===== config.mk =====
export PLATFORM = sky130hd
export DESIGN_NAME = if_fetch_queue_flat
export DESIGN_NICKNAME = d
export VERILOG_FILES = /design/src/rtl/if_fetch_queue_if.sv /design/src/rtl/if_fetch_queue.sv /design/src/flat_wrapper.sv
export SDC_FILE = /design/constraint.sdc
export NUM_CORES = 1
export LEC_CHECK = 0
export BUFFER_PORTS_ARGS = -buffer_cell sky130_fd_sc_hd__buf_2
export CAP_MARGIN = 20
export CORE_MARGIN = 2
export CORE_UTILIZATION = 35
export DETAILED_ROUTE_END_ITERATION = 10
export PLACE_DENSITY = 0.66
export SYNTH_ARGS = -nofsm -noshare
export SYNTH_HDL_FRONTEND = slang
export SYNTH_SLANG_ARGS = --single-unit

===== constraint.sdc =====
create_clock -name clk -period 4.5 [get_ports clk]
set_input_delay 0 -clock clk [delete_from_list [all_inputs] [get_ports clk]]
set_output_delay 0 -clock clk [all_outputs]
set_load 0.005 [all_outputs]

===== src/rtl/if_fetch_queue_if.sv =====
// Bus bundle between the fetch queue, the instruction memory, execute (redirects) and decode.
// With IF_PERF_CNT_EN defined it also carries the fetch/stall performance counters.
interface if_fetch_queue_if;
  logic [31:0] imem_pc;
  logic [31:0] imem_inst;
  logic        redirect_valid;
  logic [31:0] redirect_pc;
  logic        id_valid;
  logic        id_ready;
  logic [31:0] id_pc;
  logic [31:0] id_inst;
  logic        misalign;
`ifdef IF_PERF_CNT_EN
  logic [31:0] perf_fetch_cnt;
  logic [31:0] perf_stall_cnt;

  modport master (
    output imem_pc, id_valid, id_pc, id_inst, misalign, perf_fetch_cnt, perf_stall_cnt,
    input  imem_inst, redirect_valid, redirect_pc, id_ready
  );
  modport slave (
    input  imem_pc, id_valid, id_pc, id_inst, misalign, perf_fetch_cnt, perf_stall_cnt,
    output imem_inst, redirect_valid, redirect_pc, id_ready
  );
`else
  modport master (
    output imem_pc, id_valid, id_pc, id_inst, misalign,
    input  imem_inst, redirect_valid, redirect_pc, id_ready
  );
  modport slave (
    input  imem_pc, id_valid, id_pc, id_inst, misalign,
    output imem_inst, redirect_valid, redirect_pc, id_ready
  );
`endif
endinterface


===== src/rtl/if_fetch_queue.sv =====
// Instruction-fetch stage: owns the fetch PC, buffers {pc, inst} pairs for decode, flushes on redirect.
// Optional performance counters are enabled with the IF_PERF_CNT_EN macro.
module if_fetch_queue #(
  parameter logic [31:0] RESET_PC = 32'h0000_0000,
  parameter int          QDEPTH   = 2
) (
  input  logic             clk,
  input  logic             rst,
  if_fetch_queue_if.master bus
);

  localparam int PW = (QDEPTH > 1) ? $clog2(QDEPTH) : 1;
  localparam int CW = $clog2(QDEPTH + 1);
  localparam logic [CW-1:0] FULL_CNT = CW'(QDEPTH);

  logic [31:0]   fetch_pc_r;
  logic [63:0]   mem_r [QDEPTH];
  logic [PW-1:0] rd_ptr_r;
  logic [PW-1:0] wr_ptr_r;
  logic [CW-1:0] count_r;
  logic          misalign_r;

  logic          pop_s;
  logic          push_s;
  logic          full_s;
  logic [31:0]   fetch_pc_nxt_s;
  logic [PW-1:0] rd_ptr_nxt_s;
  logic [PW-1:0] wr_ptr_nxt_s;
  logic [CW-1:0] count_nxt_s;
  logic          misalign_nxt_s;
  logic          id_valid_s;
  logic [31:0]   id_pc_s;
  logic [31:0]   id_inst_s;

  // Handshake qualifiers; a pop frees a slot for a push in the same cycle.
  always_comb begin
    full_s = (count_r == FULL_CNT);
    pop_s  = (count_r != {CW{1'b0}}) && bus.id_ready;
    push_s = !bus.redirect_valid && (!full_s || pop_s);
  end

  // Next-state for PC, pointers, occupancy and misalign; redirect overrides everything.
  always_comb begin
    fetch_pc_nxt_s = fetch_pc_r;
    rd_ptr_nxt_s   = rd_ptr_r;
    wr_ptr_nxt_s   = wr_ptr_r;
    count_nxt_s    = count_r;
    misalign_nxt_s = 1'b0;
    if (bus.redirect_valid) begin
      fetch_pc_nxt_s = {bus.redirect_pc[31:2], 2'b00};
      rd_ptr_nxt_s   = {PW{1'b0}};
      wr_ptr_nxt_s   = {PW{1'b0}};
      count_nxt_s    = {CW{1'b0}};
      misalign_nxt_s = |bus.redirect_pc[1:0];
    end else begin
      if (push_s) begin
        fetch_pc_nxt_s = fetch_pc_r + 32'd4;
        wr_ptr_nxt_s   = wr_ptr_r + PW'(1);
      end else begin
        fetch_pc_nxt_s = fetch_pc_r;
      end
      if (pop_s) begin
        rd_ptr_nxt_s = rd_ptr_r + PW'(1);
      end else begin
        rd_ptr_nxt_s = rd_ptr_r;
      end
      case ({push_s, pop_s})
        2'b10:   count_nxt_s = count_r + CW'(1);
        2'b01:   count_nxt_s = count_r - CW'(1);
        default: count_nxt_s = count_r;
      endcase
    end
  end

  // Control state registers.
  always_ff @(posedge clk or posedge rst) begin
    if (rst) begin
      fetch_pc_r <= RESET_PC;
      rd_ptr_r   <= {PW{1'b0}};
      wr_ptr_r   <= {PW{1'b0}};
      count_r    <= {CW{1'b0}};
      misalign_r <= 1'b0;
    end else begin
      fetch_pc_r <= fetch_pc_nxt_s;
      rd_ptr_r   <= rd_ptr_nxt_s;
      wr_ptr_r   <= wr_ptr_nxt_s;
      count_r    <= count_nxt_s;
      misalign_r <= misalign_nxt_s;
    end
  end

  // Buffer storage; cleared on reset so no stale pair can ever be presented.
  always_ff @(posedge clk or posedge rst) begin
    if (rst) begin
      for (int i = 0; i < QDEPTH; i++) begin
        mem_r[i] <= 64'h0;
      end
    end else if (push_s) begin
      mem_r[wr_ptr_r] <= {fetch_pc_r, bus.imem_inst};
    end
  end

  // Head entry presentation, zeroed while the buffer is empty.
  always_comb begin
    id_valid_s = (count_r != {CW{1'b0}});
    if (id_valid_s) begin
      id_pc_s   = mem_r[rd_ptr_r][63:32];
      id_inst_s = mem_r[rd_ptr_r][31:0];
    end else begin
      id_pc_s   = 32'h0;
      id_inst_s = 32'h0;
    end
  end

  assign bus.imem_pc  = fetch_pc_r;
  assign bus.id_valid = id_valid_s;
  assign bus.id_pc    = id_pc_s;
  assign bus.id_inst  = id_inst_s;
  assign bus.misalign = misalign_r;

`ifdef IF_PERF_CNT_EN
  logic [31:0] perf_fetch_r;
  logic [31:0] perf_stall_r;
  logic        stall_s;

  // Fetch is blocked when the buffer is full, decode is not draining and no redirect flushes it.
  always_comb begin
    stall_s = full_s && !pop_s && !bus.redirect_valid;
  end

  // Free-running wrapping counters.
  always_ff @(posedge clk or posedge rst) begin
    if (rst) begin
      perf_fetch_r <= 32'h0;
      perf_stall_r <= 32'h0;
    end else begin
      if (push_s) begin
        perf_fetch_r <= perf_fetch_r + 32'd1;
      end
      if (stall_s) begin
        perf_stall_r <= perf_stall_r + 32'd1;
      end
    end
  end

  assign bus.perf_fetch_cnt = perf_fetch_r;
  assign bus.perf_stall_cnt = perf_stall_r;
`endif

endmodule

===== src/flat_wrapper.sv =====
// flat-port wrapper written by rule: the top's interface ports become plain ports
module if_fetch_queue_flat 
#(
  parameter logic [31:0] RESET_PC = 32'h0000_0000,
  parameter int          QDEPTH   = 2
)
  (clk, rst, bus_imem_pc, bus_id_valid, bus_id_pc, bus_id_inst, bus_misalign, bus_imem_inst, bus_redirect_valid, bus_redirect_pc, bus_id_ready);
  if_fetch_queue_if bus_i ();
  input  logic clk;
  input  logic rst;
  output wire logic [$bits(bus_i.imem_pc)-1:0] bus_imem_pc;
  output wire logic [$bits(bus_i.id_valid)-1:0] bus_id_valid;
  output wire logic [$bits(bus_i.id_pc)-1:0] bus_id_pc;
  output wire logic [$bits(bus_i.id_inst)-1:0] bus_id_inst;
  output wire logic [$bits(bus_i.misalign)-1:0] bus_misalign;
  input wire logic [$bits(bus_i.imem_inst)-1:0] bus_imem_inst;
  input wire logic [$bits(bus_i.redirect_valid)-1:0] bus_redirect_valid;
  input wire logic [$bits(bus_i.redirect_pc)-1:0] bus_redirect_pc;
  input wire logic [$bits(bus_i.id_ready)-1:0] bus_id_ready;
  assign bus_imem_pc = bus_i.imem_pc;
  assign bus_id_valid = bus_i.id_valid;
  assign bus_id_pc = bus_i.id_pc;
  assign bus_id_inst = bus_i.id_inst;
  assign bus_misalign = bus_i.misalign;
  assign bus_i.imem_inst = bus_imem_inst;
  assign bus_i.redirect_valid = bus_redirect_valid;
  assign bus_i.redirect_pc = bus_redirect_pc;
  assign bus_i.id_ready = bus_id_ready;
  if_fetch_queue #(.RESET_PC(RESET_PC), .QDEPTH(QDEPTH)) u_core (.clk(clk), .rst(rst), .bus(bus_i));
endmodule

Word-level counts from Yosys, hierarchy flattened:

Index checks and enable logic that the tools add are counted.

* register bits after elaboration: 165
* input bits: 68
* output and inout bits: 98
* logic and storage cells: 48

* $add $sub $neg: 5
* magnitude comparators: 3
* equal/unequal tests: 3
* mux-type cells: 17
* bitwise operators: 2
* reduce and logical (&&, ||, !) cells: 11

Operators with widths (number)
* 2-to-1 mux 64 bit: 4
* bitwise mux 128 bit: 1
* 2-to-1 mux 32 bit: 4
* demux 64 bit (select 1 bit): 1
* adder 32 x 3 -> 32 bit (second input constant): 1
* nonzero test 2 bit: 3
* 2-to-1 mux 1 bit: 5
* equality test 2 bit (second input constant): 2
* greater-or-equal comparator 2 bit (second input constant): 2
* inverter 1 -> 2 bit: 2
* one-hot mux 2 bit (2 select lines): 1
* logical AND 1 bit: 3
* nonzero test 3 bit: 1
* adder 1 bit (second input constant): 2
* adder 2 x 1 -> 2 bit (second input constant): 1
* equality test 2 x 1 -> 1 bit (second input constant): 1
* zero test 1 bit: 2
* < comparator 2 x 1 -> 1 bit (second input constant): 1
* 2-to-1 mux 2 bit: 1
* OR reduction 2 bit: 1
* subtractor 2 x 1 -> 2 bit (second input constant): 1
* logical OR 1 bit: 1

Longest topological paths before layout:

* depth after elaboration: 7
* mapped depth: 8
* mapped depth without buffers: 5

Worst setup path before layout:

No wires, ideal clock.

* path kind: register -> register
* start: register u_core.count_r[1]
* end: register u_core.fetch_pc_r[23] (netlist: u_core.bus.imem_pc[23])
* arrival time: 1.899 ns
* data required time: 4.413 ns
* slack: 2.514 ns
* stages on the path, launching flop included: 7
* path buffers: 2
* clock period less this slack: 1.986 ns
* path through: dfrtp_1 > nor3b_2 > or4_1 > buf_2 > buf_6 > or4_1 > o211ai_1

* longest elaborated chain between the ends: 5
* elaborated cells on any way between the ends: 7
* classes of those cells: 1 x eq/ne; 6 x reduce/logical

RTL lines
* start: declaration: line if_fetch_queue.sv:20 `logic [CW-1:0] count_r;`
* start signal: assignment: line if_fetch_queue.sv:81 `count_r <= {CW{1'b0}};`
* start signal: assignment: line if_fetch_queue.sv:87 `count_r <= count_nxt_s;`
* equality test 2 bit / nonzero test 2 bit (equally long branches): line if_fetch_queue.sv:37, if_fetch_queue.sv:38
* zero test 1 bit / logical AND 1 bit (equally long branches): line if_fetch_queue.sv:39, if_fetch_queue.sv:38
* logical OR 1 bit (*): line if_fetch_queue.sv:39 `push_s = !bus.redirect_valid && (!full_s || pop_s);`
* logical AND 1 bit (*): line if_fetch_queue.sv:39
* nonzero test 2 bit (no source line) (*)
* end signal: assignment: line if_fetch_queue.sv:84 `fetch_pc_r <= fetch_pc_nxt_s;`
* end: declaration: line if_fetch_queue.sv:16 `logic [31:0] fetch_pc_r;`

Every way passes the cells marked *; elsewhere a longest branch is shown, timed or not.
A chain may end at the register's enable or synchronous reset.

Worst setup path after layout:

* start: register u_core.fetch_pc_r[11] (netlist: u_core.bus.imem_pc[11])
* end: register u_core.fetch_pc_r[25] (netlist: u_core.bus.imem_pc[25])

* longest elaborated chain between the ends: 3

RTL lines
* adder 32 x 3 -> 32 bit: line if_fetch_queue.sv:57 `fetch_pc_nxt_s = fetch_pc_r + 32'd4;`
* 2-to-1 mux 32 bit: line if_fetch_queue.sv:56 `if (push_s) begin`
* 2-to-1 mux 32 bit: line if_fetch_queue.sv:49 `if (bus.redirect_valid) begin`

Every way passes these cells. The select of a mux whose other input is x is not followed.

==> flow_summary.toml <==
[floorplan]
row_count = 54
die_w_um = 152
initial_utilization = 0.353
dieHeight_um = 152
die_area_um2 = 23000
coreArea_um2 = 21600
io_pins = 166

[placement]
port_buffers = 161
dpl.hpwl_mm = 12.3
gp_congestion = 0.764
place_ws_ns = 2.08
dpl_cell_area_um2 = 8640

[yosys]
syn-cell-area_um2 = 7630
synth-seq-cells = 159
syn_area_per_cell_um2 = 11.7
synth_ff_type = "dfrtp_1"
netlist_instances = 653
asyncSetResetFlopFracSynth = 1.00
yosys_warnings = 0
synth_cell_types = 43
synth_edf_count = 0
synth-seq-area-share = 0.522

[job]
drv_cap = 0

[drt]
drt_iter0_drc = 271
firstDrtPassIters = 4
vias = 5810
vias_per_cell = 5.06
wl_per_cell_um = 16.9
ant_nets = 0
drt_wl_total_mm = 19.4
drcViolationCount = 0

[power_and_ir_drop]
clkPwrFrac = 0.316
power_density_nw_per_um2 = 439
power.leakage_uw = 0.00428
worst_ir_drop_vdd_mv = 0.246
seq_power_share = 0.459
p_sw_uw = 1240
combinationalPowerShare = 0.225
p_int_uw = 3090
p_sw_frac = 0.286

[setup_path]
endpoint_kind = "register"
crit_fanout = 24
crit_buf_inv = 0
cp_top_family = "simple AND/OR/NAND/NOR gates"
startpoint_type = "register"
worstSetupPathType = "reg2reg"
cpMaxStageDelayCell = "or4_1"
slowest_delay_ns = 0.86
worstPathCellList = "nand4_1 > or4_1 > or4_1 > a31oi_1"
crit_arrival_ns = 2.80
worstPathRequired_ns = 4.83
path_common_cell = "or4_1"

[layout]
fin_nets = 925
diodes = 0
fin_area_um2 = 9860
fill_cells = 2031
drive_gt1_frac = 0.376
area_growth_syn_to_layout_pct = 29.2

[global_route]
grt_overflow = 0
antenna_found_initial = 0
grt_pass1_vias = 5825
grt_pass1_wl_mm = 30.6
grt_max_degree = 66
gr-usage-all-layers = 0.172

[timing]
worst_slack_ns = 2.03
max_freq_mhz = 405
fin_crit_sh = 0.549
finalSetupViolations = 0
final.setup.tns_ns = 0
relSlewSlack = 0.335
finalHoldViolCount = 0
finClkSkew_ns = 0.00804
fin_crit_ns = 2.47
hold_slack_ns = 0.201
tightestPinTransition_ns = 0.988
rsz0062_at_grt = "false"
final_max_slew_viol_count = 0

[clock_network]
path_clk_slew_ns = 0.06
tritoncts = "done"
cts_resized = 0
cts_made_buffers = 17
cts-htree-levels = 4
clock-root-buffer = "clkbuf_16"
cts_hold_buf = 66
cts_buffer_depth = 2
clock-sinks = 159
cts_setup_buffers = 0
clock_latency_ns = 0.42

[worst_hold_path]
hold_path.class = "in2reg"

[outcome]
status = "finished, final reports clean"
-- worst register-to-register path: cells and delay by family, from the launching register on --
kind	cells	cell delay [ns]
AND/OR/NAND/NOR	3	1.70
flip-flops	1	0.49
AO/OA/AOI/OAI	1	0.20
-- power by group through the flow --
stage	combinational, uW	sequential (uW)	clock, uW
after global routing	1080	2030	1470
after CTS	983	1990	1400
after floorplan	678	1910	0
after global placement	919	2000	0
after detailed placement	937	2010	0
final	972	1990	1370
-- state kept, by name (all words and copies together), names as in the netlist --
name and flops:
u_core.bus.imem_pc 30, u_core.mem_r 124, u_core.rd_ptr_r 1, u_core.count_r 2, u_core.wr_ptr_r 1, u_core.bus.misalign 1
-- kinds of logic (layout without fill, tap and decap cells) --
kind of cell               Yosys count  after routing  share of synthesized area
and+or+nand+nor                    194            194                      0.126
other                                1              4                   0.000492
muxes                              187            187                      0.266
xor gates and xnor gates            12             12                     0.0138
AOI/OAI and AO/OA                   42             42                     0.0372
buffers and inverters               57            270                     0.0336
DFF                                159            159                      0.522
adders and majority gates            1              1                    0.00164
-- cells in the final DEF (no fill, tap or decap), types with 11 or more instances in the layout --
master | synthesis | routed
dfrtp_1 | 159 | 158
clkbuf_16 | 0 | 17
nand3_1 | 23 | 23
mux2_2 | 124 | 124
o21ai_0 | 13 | 13
buf_2 | 13 | 161
mux2i_1 | 63 | 63
nor2_1 | 77 | 76
nand2_1 | 34 | 34
nand4_1 | 14 | 14
or4_1 | 11 | 11
dlygate4sd3_1 | 0 | 66
-- final timing paths --
path / cells after the start / slack (ns) / end / start
setup / recovery: 4 / 2.03 / u_core.bus.imem_pc[25]$_DFFE_PP0P_ / u_core.bus.imem_pc[11]$_DFFE_PP0P_
hold reg to reg: 1 / 0.50 / u_core.mem_r[85]$_DFFE_PP0P_ / u_core.mem_r[85]$_DFFE_PP0P_
min in group asynchronous: 3 / 0.22 / u_core.mem_r[18]$_DFFE_PP0P_ / rst
hold / removal: 3 / 0.20 / u_core.rd_ptr_r$_DFFE_PP0P_ / bus_redirect_valid
max in group asynchronous: 4 / 3.09 / u_core.rd_ptr_r$_DFFE_PP0P_ / rst
setup reg to reg: 4 / 2.03 / u_core.bus.imem_pc[25]$_DFFE_PP0P_ / u_core.bus.imem_pc[11]$_DFFE_PP0P_
-- layout make-up --
class	count	area [um^2]	share of cell area
clock inverters	9	86.3	0.00876
multi-input cells	440	3420	0.347
repair buffers	233	1520	0.155
clock buffers	23	468	0.0475
inverters	5	23.8	0.00241
flip-flops and latches	159	3980	0.404
well taps	280	350	0.0355
-- cells in the mapped netlist, types with 2 or more instances --
cell type    n  area (um^2)
a22oi_1      2         15.0
a211o_1      2         17.5
nor2_1      77          289
dfrtp_1    159         3980
and3_1       3         18.8
nand4_1     14         87.6
o41ai_1      2         17.5
and4_1       5         43.8
inv_1        5         18.8
buf_2       13         65.1
o31ai_1      2         15.0
nand3_1     23          115
buf_1        5         18.8
or4_1       11         82.6
clkbuf_1    28          105
o21ai_0     13         65.1
nor4_1       5         31.3
a311o_1      2         20.0
mux2i_1     63          631
o211ai_1     8         60.1
or3_1        2         12.5
mux2_2     124         1400
xnor2_1      7         61.3
o311ai_0     2         17.5
buf_4        5         37.5
nor3b_1      3         22.5
nand2_1     34          128
or4b_1       2         20.0
nor2b_1      3         18.8
and2_1       2         12.5
nor4b_1      3         26.3
nor3_1       3         15.0
a31oi_1      5         31.3
a21oi_1      3         15.0
xor2_1       5         43.8
-- layer usage --
| metal | vias up | part of all wire | GRT usage |
|---|---|---|---|
| li1 | 2734 | - | - |
| met1 | 2869 | 0.46 | 0.231 |
| met2 | 176 | 0.47 | 0.277 |
| met3 | 31 | 0.052 | 0.0443 |
| met4 | 0 | 0.016 | 0.0495 |
| met5 | - | 0 | 0 |
-- per-stage QoR --
step,utilization,cells,total power [uW]
6_report,0.456,1149,4330
5_1_grt,0.456,1149,4590
4_1_cts,0.456,1149,4370
3_5_place_dp,0.400,1051,2950
3_3_place_gp,0.400,1051,2920
2_1_floorplan,-,656,2590
Power figures use the tool's default switching activity.
